## src/rtl/jtgng_rom_arbiter.sv

```systemverilog
// ============================================================================
//  Module      : jtgng_rom_arbiter
//  Description : ROM fetch arbiter in front of the SDRAM read controller.
//                Four clients, each with a single cached 32-bit line. Misses
//                are arbitrated with fixed priority (client 0 highest) onto
//                one controller read port.
//                Build option: JTGNG_ROM_LINE2_EN reuses both halves of the
//                2-word burst. Without it, the tag is the full word address.
//  Revision    : 1.0 - initial release
// ============================================================================
`default_nettype none

module jtgng_rom_arbiter #(
    parameter int          AW      = 18,
    parameter logic [21:0] OFFSET0 = 22'h0,
    parameter logic [21:0] OFFSET1 = 22'h0,
    parameter logic [21:0] OFFSET2 = 22'h0,
    parameter logic [21:0] OFFSET3 = 22'h0
) (
    input  logic          clk,
    input  logic          rst,
    input  logic          loop_rst,
    input  logic          downloading,
    input  logic [3:0]    cs,
    input  logic [AW-1:0] addr0,
    input  logic [AW-1:0] addr1,
    input  logic [AW-1:0] addr2,
    input  logic [AW-1:0] addr3,
    output logic [15:0]   dout0,
    output logic [15:0]   dout1,
    output logic [15:0]   dout2,
    output logic [15:0]   dout3,
    output logic [3:0]    ok,
    output logic          read_sync,
    output logic          read_req,
    output logic [21:0]   sdram_addr,
    input  logic          sdram_ack,
    input  logic          data_rdy,
    input  logic [31:0]   data_read
);

`ifdef JTGNG_ROM_LINE2_EN
    localparam int c_TW = AW - 1;
`else
    localparam int c_TW = AW;
`endif

    typedef enum logic [1:0] {
        S_IDLE = 2'd0,
        S_REQ  = 2'd1,
        S_WAIT = 2'd2
    } state_t;

    state_t            r_state;
    logic [1:0]        r_sel;
    logic [c_TW-1:0]   r_req_tag;
    logic [3:0]        r_valid;
    logic [31:0]       r_line [4];
    logic [c_TW-1:0]   r_tag  [4];

    logic [AW-1:0]     w_addr [4];
    logic [c_TW-1:0]   w_atag [4];
    logic [15:0]       w_dout [4];
    logic [3:0]        w_hit;
    logic [3:0]        w_miss;
    logic [1:0]        w_win;
    logic [21:0]       w_offset;
    logic [21:0]       w_base;

    assign w_addr[0] = addr0;
    assign w_addr[1] = addr1;
    assign w_addr[2] = addr2;
    assign w_addr[3] = addr3;

    // Per-client lookup: tag compare and word select from the cached line
    for (genvar n = 0; n < 4; n++) begin : g_client
`ifdef JTGNG_ROM_LINE2_EN
        assign w_atag[n] = w_addr[n][AW-1:1];
        assign w_dout[n] = w_addr[n][0] ? r_line[n][31:16] : r_line[n][15:0];
`else
        assign w_atag[n] = w_addr[n];
        assign w_dout[n] = r_line[n][15:0];
`endif
        assign w_hit[n]  = r_valid[n] && (r_tag[n] == w_atag[n]);
        assign w_miss[n] = cs[n] && !w_hit[n];
    end

`ifndef JTGNG_ROM_LINE2_EN
    // Upper burst word is stored but never served in single-word mode
    logic w_unused;
    assign w_unused = ^{r_line[0][31:16], r_line[1][31:16],
                        r_line[2][31:16], r_line[3][31:16]};
`endif

    assign dout0 = w_dout[0];
    assign dout1 = w_dout[1];
    assign dout2 = w_dout[2];
    assign dout3 = w_dout[3];
    assign ok    = cs & w_hit & {4{~downloading}};

    // Fixed-priority winner among pending misses, client 0 highest
    always_comb begin
        w_win = 2'd0;
        for (int n = 3; n >= 0; n--) begin
            if (w_miss[n]) w_win = 2'(n);
        end
    end

    // SDRAM address of the winning client: base offset plus word address
    always_comb begin
        w_offset = OFFSET0;
        case (w_win)
            2'd1:    w_offset = OFFSET1;
            2'd2:    w_offset = OFFSET2;
            2'd3:    w_offset = OFFSET3;
            default: w_offset = OFFSET0;
        endcase
`ifdef JTGNG_ROM_LINE2_EN
        w_base = w_offset + {{(22-AW){1'b0}}, w_addr[w_win][AW-1:1], 1'b0};
`else
        w_base = w_offset + {{(22-AW){1'b0}}, w_addr[w_win]};
`endif
    end

    // Request FSM and cache fill; the download flag invalidates every line
    always_ff @(posedge clk or posedge rst) begin
        if (rst) begin
            r_state    <= S_IDLE;
            r_sel      <= 2'd0;
            r_req_tag  <= '0;
            r_valid    <= 4'd0;
            read_req   <= 1'b0;
            read_sync  <= 1'b0;
            sdram_addr <= 22'd0;
            for (int n = 0; n < 4; n++) begin
                r_line[n] <= 32'd0;
                r_tag[n]  <= '0;
            end
        end else begin
            if (downloading) r_valid <= 4'd0;
            case (r_state)
                S_IDLE: begin
                    if (!loop_rst && !downloading && (|w_miss)) begin
                        r_sel      <= w_win;
                        r_req_tag  <= w_atag[w_win];
                        sdram_addr <= w_base;
                        read_req   <= 1'b1;
                        read_sync  <= ~read_sync;
                        r_state    <= S_REQ;
                    end
                end
                S_REQ: begin
                    if (sdram_ack) begin
                        read_req <= 1'b0;
                        r_state  <= S_WAIT;
                    end
                end
                S_WAIT: begin
                    if (data_rdy) begin
                        r_line[r_sel] <= data_read;
                        r_tag[r_sel]  <= r_req_tag;
                        if (!downloading) r_valid[r_sel] <= 1'b1;
                        r_state <= S_IDLE;
                    end
                end
                default: r_state <= S_IDLE;
            endcase
        end
    end

endmodule

`default_nettype wire

```

## config.mk

```make
export PLATFORM = sky130hd
export DESIGN_NAME = jtgng_rom_arbiter
export DESIGN_NICKNAME = d
export VERILOG_FILES = /design/src/rtl/jtgng_rom_arbiter.sv
export SDC_FILE = /design/constraint.sdc
export NUM_CORES = 1
export LEC_CHECK = 0
export BUFFER_PORTS_ARGS = -buffer_cell sky130_fd_sc_hd__buf_4
export CORE_MARGIN = 4
export CORE_UTILIZATION = 45
export DETAILED_ROUTE_END_ITERATION = 12
export PLACE_DENSITY = 0.74
export SKIP_CTS_REPAIR_TIMING = 1
export SLEW_MARGIN = 20
export SYNTH_ARGS = -nofsm -noshare
export SYNTH_HDL_FRONTEND = slang
export SYNTH_SLANG_ARGS = --single-unit
```

## constraint.sdc

```tcl
create_clock -name clk -period 6 [get_ports clk]
set_clock_uncertainty 0.2 [all_clocks]
set_input_delay 0.9 -clock clk [delete_from_list [all_inputs] [get_ports clk]]
set_output_delay 0.9 -clock clk [all_outputs]
set_load 0.005 [all_outputs]
```

==> results_dict.tcl <==
set metrics [dict create \
    synthToLayoutAreaGrowth_pct 27.8 \
    drive_above_1_share_pct 48.6 \
    fin_crit_sh_pct 60.2 \
    netlist_top_cells_count "164 x dfrtp_1, 137 x mux2_2, 46 x xnor2_1" \
    io_buffers 185 \
    dr_total_vias 5723 \
    slew_headroom_pct 28.8 \
    fmax_mhz 277 \
    status "finished, final reports clean" \
    placed_cells_incl_taps 980 \
    drtIter0Drc 254 \
    grt_pass1_vias 6129 \
    die_y_um 139 \
    ys_ff_latch 164 \
    setup_slack_ns 2.39 \
    grt_setup_unrepaired "no" \
    finalHoldViolations 0 \
    path_max_fanout 3 \
    wl_per_cell_um 22.4 \
    ys_types 38 \
    die_x_um 139 \
    wirelength_um 22600 \
    track_usage_pct 23.4 \
    overflow 0 \
    yosysMostFrequentCell "dfrtp_1" \
    pre_cts_slack_ns 2.06 \
    nets 893 \
    power.density_mw_per_mm2 394 \
    yosysSeqAreaShare_pct 53.1 \
    clk_path_buf_depth 2 \
    numCtsBuffers 17 \
    start_util_pct 46.3 \
    route.detailed.drc 0 \
    diodes 0 \
    fin_util_pct 59.1 \
    synthCells 597 \
    hpwl_um 15900 \
    p_leak_nw 4.67 \
    hold_path_class "flop to flop" \
    cts_tree "yes" \
    startpoint_type "primary input" \
    synth_ff_type "dfrtp_1" \
    antenna_found_initial 0 \
    finalMaxSlewViolations 0 \
    rows 47 \
    crit_required_ns 4.90 \
    maxCapViolCount 0 \
    worst_slew_pin_slew_ns 1.06 \
    grt_max_degree 118 \
    clk_pin_slew_worst_paths_ns 0.06 \
    syn_area_mm2 0.00773 \
    fin_cells 1012 \
    synth_top_cell_area_share_pct 53.1 \
    grt_first_pass_wirelength_um 35300 \
    path_class "primary input to output port" \
    ant_nets 0 \
    cp-end-kind "output port" \
    gp_congestion 0.833 \
    synth_edf_count 0 \
    io_pins 206 \
    h-tree-depth 4 \
    die_area_mm2 0.0193 \
    synthTopCellsByArea "dfrtp_1 53%, mux2_2 20%, xnor2_1 5.2%" \
    critPathArrivalTime_ns 2.51 \
    yosys_warnings 0 \
    via_per_inst 5.66 \
    core_area_mm2 0.0167 \
    avgSynthCellArea_um2 12.9 \
    root_buffer "clkbuf_16" \
    finalSetupViolations 0 \
    clock-sinks 164 \
    async_reset_ff_share_pct 100 \
    clk_latency_ns 0.43 \
    tns_ns 0 \
    yosysTopAreaCell "dfrtp_1" \
    dr.pass1.iters 4 \
    fin_crit_ns 3.61 \
    vdd_drop_max_v 0.000243 \
]
## per-layer routing
metal	wire (um)	part of all wire [%]	global-route usage, %	vias up
met3	2100	9.3	7.34	37
met1	8850	39	28.9	2899
met4	548	2.4	7.98	0
met5	0	0	0	-
li1	-	-	-	2511
met2	11100	49	39.0	276
## power breakdown
| part | internal, W | switching [W] | leakage (nW) |
|---|---|---|---|
| clock | 0.000540 | 0.000480 | 0.268 |
| combinational | 0.000669 | 0.000455 | 2.25 |
| sequential | 0.00147 | 0.000278 | 2.15 |
## logic make-up (layout without fill, tap and decap cells)
| group | Yosys count | count (layout) | synth area share (%) |
|---|---|---|---|
| AO/OA/AOI/OAI | 91 | 91 | 9.05 |
| XOR/XNOR | 73 | 73 | 8.27 |
| buffers and inverters | 45 | 237 | 2.88 |
| flip-flops | 164 | 164 | 53.1 |
| multiplexers | 137 | 137 | 20.0 |
| other | 1 | 4 | 0.0485 |
| AND/OR/NAND/NOR | 86 | 86 | 6.67 |
## area by class of cell
| type | count | area, um^2 |
|---|---|---|
| fill | 1371 | 6820 |
| sequential | 164 | 4100 |
| multi-input combinational | 391 | 3430 |
| timing repair buffer | 196 | 1470 |
| clock buffer | 17 | 425 |
| tap | 220 | 275 |
| clock inverter | 15 | 126 |
| inverter | 9 | 41.3 |
## per-stage QoR
step,total power (W),instance area [um^2],hold slack [ns]
6_report,0.00389,9880,0.273
4_1_cts,0.00392,9880,0.277
3_3_place_gp,0.00283,9320,0.231
2_1_floorplan,0.00227,7740,0.218
3_5_place_dp,0.00289,9320,0.266
5_1_grt,0.00410,9880,0.300
## state kept, by name (all words and copies together) (netlist names)
signal and count:
r_state 2, dout1 16, dout0 16, read_req 1, r_sel 2, sdram_addr 18, r_tag 72, dout3 16
dout2 16, read_sync 1, r_valid 4
## layout by cell type, fill, tap and decap left out, drive strengths merged, types with 2 or more instances in the layout
master,netlist,routed
a21o,2,2
or3,18,18
mux2,137,137
nor2b,19,19
xor2,27,27
clkinvlp,0,2
nor3,8,8
clkbuf,21,17
nor2,10,10
or2,2,2
a21oi,5,5
o31ai,19,19
conb,1,4
clkinv,0,8
xnor2,46,46
buf,15,196
o21ai,24,24
nand4,14,14
nor4,6,6
inv,9,14
a221oi,18,18
o21a,19,19
dfrtp,164,164
nand2,5,5
## path summary, 6_finish.rpt
kind / start / end / slack (ns) / depth (start not counted)
worst max-delay path: addr1[17] / ok[1] / 2.39 / 7
worst min-delay path: read_sync$_DFFE_PP0P_ / read_sync$_DFFE_PP0P_ / 0.27 / 1
worst max register to register: r_tag[29]$_DFFE_PP0P_ / sdram_addr[11]$_DFFE_PP0P_ / 2.64 / 7
worst min register to register: read_sync$_DFFE_PP0P_ / read_sync$_DFFE_PP0P_ / 0.27 / 1
max in group asynchronous: rst / dout3[14]$_DFFE_PP0P_ / 4.12 / 3
min in group asynchronous: rst / dout0[4]$_DFFE_PP0P_ / 0.39 / 2
## worst max-delay path: stages
cell     delay [ns]
buf_4          0.13
xnor2_1        0.29
nand4_1        0.17
nor4_1         0.64
nand2_1        0.11
nor3_1         0.15
buf_4          0.14
Power figures use the tool's default switching activity.
